**src/rtl/scale_coord_gen.sv**
```systemverilog
// Source-coordinate generator for the video scaler: per-frame sequential ratio divider, then a
// stallable 2-stage valid/ready pipeline mapping output pixels to clamped source coords and weights.
module scale_coord_gen #(
  parameter int RES_W  = 16,
  parameter int FRAC_W = 16
) (
  input  logic              vin_clk,
  input  logic              rst_n,
  input  logic              frame_start,
  input  logic              mode,
  input  logic [RES_W-1:0]  vin_xres,
  input  logic [RES_W-1:0]  vin_yres,
  input  logic [RES_W-1:0]  vout_xres,
  input  logic [RES_W-1:0]  vout_yres,
  output logic              cfg_ready,
  output logic              cfg_err,
  input  logic              req_valid,
  output logic              req_ready,
  input  logic [RES_W-1:0]  req_x,
  input  logic [RES_W-1:0]  req_y,
  output logic              out_valid,
  input  logic              out_ready,
  output logic [RES_W-1:0]  coord_x,
  output logic [RES_W-1:0]  coord_y,
  output logic [FRAC_W:0]   coef1,
  output logic [FRAC_W:0]   coef2,
  output logic [FRAC_W:0]   coef3,
  output logic [FRAC_W:0]   coef4
);

  localparam int DIV_W  = RES_W + FRAC_W;
  localparam int PROD_W = RES_W + 1 + DIV_W;
  localparam int SRC_W  = PROD_W - 1;
  localparam int CNT_W  = $clog2(DIV_W + 1);
  localparam int COEF_W = FRAC_W + 1;
  localparam int S1_W   = 1 + RES_W + FRAC_W;
  localparam int S2_W   = RES_W + 2 * COEF_W;

  localparam logic [COEF_W-1:0] ONE      = {1'b1, {FRAC_W{1'b0}}};
  localparam logic [PROD_W-1:0] PROD_ONE = {{(PROD_W-1){1'b0}}, 1'b1};
  localparam logic [RES_W-1:0]  RES_ONE  = {{(RES_W-1){1'b0}}, 1'b1};
  localparam logic [RES_W-1:0]  RES_TWO  = {{(RES_W-2){1'b0}}, 2'd2};
  localparam logic [CNT_W-1:0]  DIV_LAST = CNT_W'(DIV_W - 1);

  typedef enum logic [1:0] {
    IDLE  = 2'd0,
    DIV   = 2'd1,
    READY = 2'd2,
    ERR   = 2'd3
  } state_t;

  // One restoring-division step: returns {quotient bit, new remainder}.
  function automatic logic [RES_W:0] div_step(input logic [RES_W-1:0] rem,
                                               input logic             din,
                                               input logic [RES_W-1:0] dvsr);
    logic [RES_W:0]   sh;
    logic [RES_W-1:0] diff;
    sh   = {rem, din};
    diff = sh[RES_W-1:0] - dvsr;
    if (sh >= {1'b0, dvsr}) div_step = {1'b1, diff};
    else                    div_step = {1'b0, sh[RES_W-1:0]};
  endfunction

  // Half-pixel centred source position: returns {overflow, ipart, frac}.
  function automatic logic [S1_W-1:0] stage1(input logic [RES_W-1:0] req,
                                             input logic [DIV_W-1:0] scale);
    logic [PROD_W-1:0] prod;
    logic [PROD_W-1:0] prod_m1;
    logic [SRC_W-1:0]  src;
    prod = {{DIV_W{1'b0}}, req, 1'b1} * {{(RES_W+1){1'b0}}, scale};
    if (prod == {PROD_W{1'b0}}) prod_m1 = {PROD_W{1'b0}};
    else                        prod_m1 = prod - PROD_ONE;
    src    = SRC_W'(prod_m1 >> 1);
    stage1 = {|src[SRC_W-1:FRAC_W+RES_W], src[FRAC_W+RES_W-1:0]};
  endfunction

  // Edge clamp and weight generation: returns {coord, coef_lo, coef_hi}.
  function automatic logic [S2_W-1:0] map_axis(input logic [RES_W-1:0]  ipart,
                                               input logic [FRAC_W-1:0] frac,
                                               input logic              ovf,
                                               input logic [RES_W-1:0]  in_res,
                                               input logic              nearest);
    logic [RES_W:0]    ip1;
    logic [RES_W:0]    near;
    logic [RES_W:0]    lim;
    logic [RES_W-1:0]  coord;
    logic [COEF_W-1:0] lo;
    logic [COEF_W-1:0] hi;
    ip1  = {1'b0, ipart} + {1'b0, RES_ONE};
    near = {1'b0, ipart} + {{RES_W{1'b0}}, frac[FRAC_W-1]};
    lim  = {1'b0, in_res} - {1'b0, RES_ONE};
    if (nearest) begin
      lo = ONE;
      hi = {COEF_W{1'b0}};
      if (in_res == {RES_W{1'b0}})  coord = {RES_W{1'b0}};
      else if (ovf || (near > lim)) coord = lim[RES_W-1:0];
      else                          coord = near[RES_W-1:0];
    end else if (ovf || (ip1 >= {1'b0, in_res})) begin
      hi = ONE;
      lo = {COEF_W{1'b0}};
      if (in_res < RES_TWO) coord = {RES_W{1'b0}};
      else                  coord = in_res - RES_TWO;
    end else begin
      coord = ipart;
      hi    = {1'b0, frac};
      lo    = ONE - {1'b0, frac};
    end
    map_axis = {coord, lo, hi};
  endfunction

  state_t            state_r, state_nx_s;
  logic              mode_r;
  logic [RES_W-1:0]  in_xres_r, in_yres_r, dvsr_x_r, dvsr_y_r, rem_x_r, rem_y_r;
  logic [DIV_W-1:0]  divd_x_r, divd_y_r, scale_x_r, scale_y_r;
  logic [CNT_W-1:0]  cnt_r;
  logic [RES_W:0]    step_x_s, step_y_s;
  logic              div_done_s, div_zero_s;
  logic              cfg_ready_r, cfg_err_r;
  logic              stall_s, accept_s, req_ready_s;
  logic [S1_W-1:0]   s1_x_s, s1_y_s, s1_x_r, s1_y_r;
  logic              s1_valid_r;
  logic [S2_W-1:0]   s2_x_s, s2_y_s, s2_x_r, s2_y_r;
  logic              s2_valid_r;

  assign div_done_s = (cnt_r == DIV_LAST);
  assign div_zero_s = (dvsr_x_r == {RES_W{1'b0}}) || (dvsr_y_r == {RES_W{1'b0}});

  // Configuration FSM next-state logic.
  always_comb begin
    state_nx_s = state_r;
    if (frame_start) begin
      state_nx_s = DIV;
    end else begin
      case (state_r)
        DIV: begin
          if (div_done_s) state_nx_s = div_zero_s ? ERR : READY;
          else            state_nx_s = state_r;
        end
        default: state_nx_s = state_r;
      endcase
    end
  end

  // FSM state register with registered status flags.
  always_ff @(posedge vin_clk) begin
    if (!rst_n) begin
      state_r     <= IDLE;
      cfg_ready_r <= 1'b0;
      cfg_err_r   <= 1'b0;
    end else begin
      state_r     <= state_nx_s;
      cfg_ready_r <= (state_nx_s == READY);
      cfg_err_r   <= (state_nx_s == ERR);
    end
  end

  assign step_x_s = div_step(rem_x_r, divd_x_r[DIV_W-1], dvsr_x_r);
  assign step_y_s = div_step(rem_y_r, divd_y_r[DIV_W-1], dvsr_y_r);

  // Latch frame configuration and run both dividers one quotient bit per cycle.
  always_ff @(posedge vin_clk) begin
    if (!rst_n) begin
      mode_r    <= 1'b0;
      in_xres_r <= {RES_W{1'b0}};
      in_yres_r <= {RES_W{1'b0}};
      dvsr_x_r  <= {RES_W{1'b0}};
      dvsr_y_r  <= {RES_W{1'b0}};
      rem_x_r   <= {RES_W{1'b0}};
      rem_y_r   <= {RES_W{1'b0}};
      divd_x_r  <= {DIV_W{1'b0}};
      divd_y_r  <= {DIV_W{1'b0}};
      scale_x_r <= {DIV_W{1'b0}};
      scale_y_r <= {DIV_W{1'b0}};
      cnt_r     <= {CNT_W{1'b0}};
    end else if (frame_start) begin
      mode_r    <= mode;
      in_xres_r <= vin_xres;
      in_yres_r <= vin_yres;
      dvsr_x_r  <= vout_xres;
      dvsr_y_r  <= vout_yres;
      rem_x_r   <= {RES_W{1'b0}};
      rem_y_r   <= {RES_W{1'b0}};
      divd_x_r  <= {vin_xres, {FRAC_W{1'b0}}};
      divd_y_r  <= {vin_yres, {FRAC_W{1'b0}}};
      scale_x_r <= {DIV_W{1'b0}};
      scale_y_r <= {DIV_W{1'b0}};
      cnt_r     <= {CNT_W{1'b0}};
    end else if (state_r == DIV) begin
      rem_x_r   <= step_x_s[RES_W-1:0];
      rem_y_r   <= step_y_s[RES_W-1:0];
      divd_x_r  <= {divd_x_r[DIV_W-2:0], 1'b0};
      divd_y_r  <= {divd_y_r[DIV_W-2:0], 1'b0};
      scale_x_r <= {scale_x_r[DIV_W-2:0], step_x_s[RES_W]};
      scale_y_r <= {scale_y_r[DIV_W-2:0], step_y_s[RES_W]};
      cnt_r     <= cnt_r + {{(CNT_W-1){1'b0}}, 1'b1};
    end
  end

  assign stall_s     = s2_valid_r && !out_ready;
  assign req_ready_s = (state_r == READY) && !stall_s;
  assign accept_s    = req_valid && req_ready_s;

  assign s1_x_s = stage1(req_x, scale_x_r);
  assign s1_y_s = stage1(req_y, scale_y_r);
  assign s2_x_s = map_axis(s1_x_r[FRAC_W+RES_W-1:FRAC_W], s1_x_r[FRAC_W-1:0],
                           s1_x_r[S1_W-1], in_xres_r, mode_r);
  assign s2_y_s = map_axis(s1_y_r[FRAC_W+RES_W-1:FRAC_W], s1_y_r[FRAC_W-1:0],
                           s1_y_r[S1_W-1], in_yres_r, mode_r);

  // Two-stage mapping pipeline; a frame restart drops anything in flight.
  always_ff @(posedge vin_clk) begin
    if (!rst_n) begin
      s1_valid_r <= 1'b0;
      s2_valid_r <= 1'b0;
      s1_x_r     <= {S1_W{1'b0}};
      s1_y_r     <= {S1_W{1'b0}};
      s2_x_r     <= {S2_W{1'b0}};
      s2_y_r     <= {S2_W{1'b0}};
    end else if (frame_start) begin
      s1_valid_r <= 1'b0;
      s2_valid_r <= 1'b0;
    end else if (!stall_s) begin
      s1_valid_r <= accept_s;
      s2_valid_r <= s1_valid_r;
      if (accept_s) begin
        s1_x_r <= s1_x_s;
        s1_y_r <= s1_y_s;
      end
      if (s1_valid_r) begin
        s2_x_r <= s2_x_s;
        s2_y_r <= s2_y_s;
      end
    end
  end

  assign cfg_ready = cfg_ready_r;
  assign cfg_err   = cfg_err_r;
  assign req_ready = req_ready_s;
  assign out_valid = s2_valid_r;
  assign coord_x   = s2_x_r[S2_W-1 -: RES_W];
  assign coef1     = s2_x_r[2*COEF_W-1 -: COEF_W];
  assign coef2     = s2_x_r[COEF_W-1:0];
  assign coord_y   = s2_y_r[S2_W-1 -: RES_W];
  assign coef3     = s2_y_r[2*COEF_W-1 -: COEF_W];
  assign coef4     = s2_y_r[COEF_W-1:0];

endmodule

```
**config.mk**
```make
export PLATFORM = sky130hd
export DESIGN_NAME = scale_coord_gen
export DESIGN_NICKNAME = d
export VERILOG_FILES = /design/src/rtl/scale_coord_gen.sv
export SDC_FILE = /design/constraint.sdc
export NUM_CORES = 2
export LEC_CHECK = 0
export CORE_MARGIN = 5
export CORE_UTILIZATION = 65
export DETAILED_ROUTE_END_ITERATION = 10
export GPL_TIMING_DRIVEN = 0
export PLACE_DENSITY = 0.9
export SYNTH_ARGS = -nofsm -noshare
export SYNTH_HDL_FRONTEND = slang
export SYNTH_SLANG_ARGS = --single-unit
```
**constraint.sdc**
```tcl
create_clock -name vin_clk -period 10.8 [get_ports vin_clk]
set_input_delay 1.62 -clock vin_clk [delete_from_list [all_inputs] [get_ports vin_clk]]
set_output_delay 1.62 -clock vin_clk [all_outputs]
set_load 0.02 [all_outputs]
```
==> metrics <==
crit path launch type input port; die area approximately 0.095 mm^2; number of setup violations in the final report 0; number of cell rows 109; Die Ht 308 um; CTS buffer count 42; Hold Buf Count CTS 0; Hold Startpoint s1_valid_r$_SDFFE_PP0N_; CTS tree built; highest achievable clock rate between 0.09 and 0.1 GHz; Seq/Total Area, Yosys between 10% and 20%; max-cap violations 0; Comb pwr share 22.4%; Setup crit start req_y[1]; Starting Density 65.5%; Layout area overhead 8.52%; Async S/R FF share, synth 0%; most frequent cells in the layout inv_1, nand2_1, fa_1; number of global-route vias before repair 53,000; Final Power 0.00377 W; CP max stage cell clkdlybuf4s50_1; area occupied by multi-input gates between 0.04 and 0.05 mm^2; Overflow after GRT 0; Syn Nets 8,444; Syn Area/Cell a little over 8 um^2; drt first pass iters 6; Final Hold Fails 0; worst skew pair latency 610 ps; Psw 0.00124 W; Switching Share 33.0%; Synth Instances about 7,100; P_leak 29.0 nW; largest net degree at the start of global routing 16; Total GRT Usage between 30% and 40%; Die Width about 300 um; Clock Pin Slew Worst Setup and Hold Paths 60 ps; Post-DP Area 0.0614 mm^2; IO buf count 204; global-route wire length before repair between 200,000 and 300,000 um; Netlist cell types 97; Layout Skew 25.8 ps; critical path required time between 10,000 and 15,000 ps; max incr delay on CP 870 ps; worst slew pin tran around 1200 ps; H-tree depth 2; final wirelength 182,000 um; commonest non-fill, non-tap cell in the layout inv_1; Cell Pwr Density 60.0 mW/mm^2; Seq pwr share 37.6%; DRC violations left 0; Finished Cell Area 0.0628 mm^2; Slew Limit Fails 0; Post-synth EDFFs 0; final core occ 71.1%; post-route minimum period between 10,000 and 15,000 ps; #FFs+latches synth 369; via count 52,100; crit path max fanout 10; Clock power frac 40.0%; status finished clean; core area 0.0884 mm^2; post-CTS setup buffer count 0; Final Net Count 8,692; post-route ant nets 0; Synth warnings 0; gpl congestion roughly 1; Crit. End Element register; CTS sink count 369; initial antenna violation count 1; Max VDD drop between 0.0001 and 0.00015 V; layout cells sized above 1 2.05%; average vias per placed instance between 6 and 7; dominant synthesized flop cell dfxtp_1; relative max-transition margin 21.3%; # IOs 206; Crit Path Category input port to register; r2r startpoint scale_x_r[0]$_SDFFE_PP0P_; worst hold path class register to register; unrepaired setup endpoints after global routing no; # fillers 6,726; Clk Tree Root Cell clkbuf_16; CTS Buffer Depth 3; DRT iter0 DRCs 5,376; Post-DP HPWL 146,000 um; Mapped Area around 0.058 mm^2; register area 0.00739 mm^2; Routed wire per std cell around 21 um; internal power around 0.0025 W; fin crit share between 90% and 100%; Arrival @ worst endpoint ~11,000 ps; most used cell, CP fa_1; # resized after CTS 0
==> per-stage QoR <==
| stage | hold slack, ps | TNS [ps] | instances | setup slack, ps |
|---|---|---|---|---|
| 5_1_grt | 492 | 0 | 8526 | 73.3 |
| 6_report | 481 | 0 | 8530 | 280 |
| 3_5_place_dp | 457 | -9.03 | 8452 | -9.03 |
| 2_1_floorplan | 433 | 0 | 7083 | 2210 |
| 3_3_place_gp | 446 | 0 | 8452 | 28.2 |
| 4_1_cts | 476 | 0 | 8526 | 606 |
==> layout make-up <==
type	count	share of cell area [%]
antenna	4	0.0159
buffer	439	2.67
inverter	1133	6.77
clock buffer	54	1.89
clock inverter	20	0.370
multi-input combinational	5142	71.0
tap	1165	2.32
timing repair buffer	204	3.25
sequential	369	11.8
==> state kept, by name, indices dropped and copies added, names as in the netlist, 6 cells and up <==
name and flops:
s2_y_r 49, rem_y_r 16, s1_y_r 33, divd_x_r 16, s1_x_r 33, dvsr_y_r 16
scale_y_r 32, divd_y_r 16, dvsr_x_r 16, in_xres_r 16, scale_x_r 32, cnt_r 6
in_yres_r 16, s2_x_r 49, rem_x_r 16
==> worst max-delay path, delay by kind of cell <==
kind	cells	cell delay [ps]
adders and majority gates	7	3630
buffers and inverters	8	2030
AOI/OAI and AO/OA	7	1840
and+or+nand+nor	5	1450
muxes	1	380
==> cell usage after synthesis, types with 13 or more instances <==
library cell | count | area share [%]
inv_1 | 1132 | 7.3
nand2_1 | 982 | 6.4
fa_1 | 900 | 31
and2_1 | 535 | 5.8
clkbuf_1 | 396 | 2.6
nor2_1 | 391 | 2.5
a21oi_1 | 383 | 3.3
dfxtp_1 | 369 | 13
ha_1 | 359 | 7.8
o21ai_0 | 162 | 1.4
xnor2_1 | 159 | 2.4
nand3_1 | 114 | 0.99
mux2i_1 | 111 | 1.9
xor2_1 | 98 | 1.5
or3_1 | 91 | 0.98
nor3_1 | 84 | 0.73
nand4_1 | 76 | 0.82
a21o_1 | 69 | 0.89
a22oi_1 | 67 | 0.87
o21a_1 | 43 | 0.56
nor2b_1 | 40 | 0.43
a31oi_1 | 39 | 0.42
nor4_1 | 33 | 0.36
o211ai_1 | 31 | 0.40
a211oi_1 | 28 | 0.36
and3_1 | 25 | 0.27
buf_1 | 23 | 0.15
nand2b_1 | 20 | 0.22
buf_2 | 17 | 0.15
o31a_1 | 17 | 0.26
or2_2 | 17 | 0.18
or4_1 | 15 | 0.19
and4_1 | 14 | 0.21
o31ai_1 | 13 | 0.17
==> power groups by stage <==
| stage | sequential, W | combinational, W | clock, W |
|---|---|---|---|
| 6_report | 0.00142 | 0.000843 | 0.00151 |
| 5_1_grt | 0.00142 | 0.000902 | 0.00157 |
| 4_1_cts | 0.00142 | 0.000813 | 0.00151 |
| 3_5_place_dp | 0.00145 | 0.000806 | 0 |
| 3_3_place_gp | 0.00145 | 0.000792 | 0 |
| 2_1_floorplan | 0.00143 | 0.000549 | 0 |
==> logic make-up (layout without fill, tap and decap cells) <==
logic type	Yosys count	count (layout)	synth area share [%]
simple gates	2492	2492	21.0
buf+inv	1572	1850	10.2
fa+ha+maj	1259	1259	38.9
compound gates	1017	1017	11.2
flops	369	369	12.8
xor+xnor	257	257	3.89
mux	117	117	2.04
other cells	0	4	0
==> path summary, 6_finish.rpt <==
| kind | end | slack (ps) | depth (start not counted) |
|---|---|---|---|
| setup reg to reg | s1_x_r[32]$_SDFFE_PN0P_ | 1460 | 24 |
| setup / recovery | s1_y_r[27]$_SDFFE_PN0P_ | 280 | 28 |
| hold reg to reg | s1_valid_r$_SDFFE_PP0N_ | 480 | 2 |
| hold / removal | s1_valid_r$_SDFFE_PP0N_ | 480 | 2 |
==> metal layers <==
metal  GRT usage [%]  wire length [um]
met5               0                13
met4            18.0             11000
met3            10.8             24000
met2            58.9             79600
met1            49.6             67900
Power figures use the tool's default switching activity.
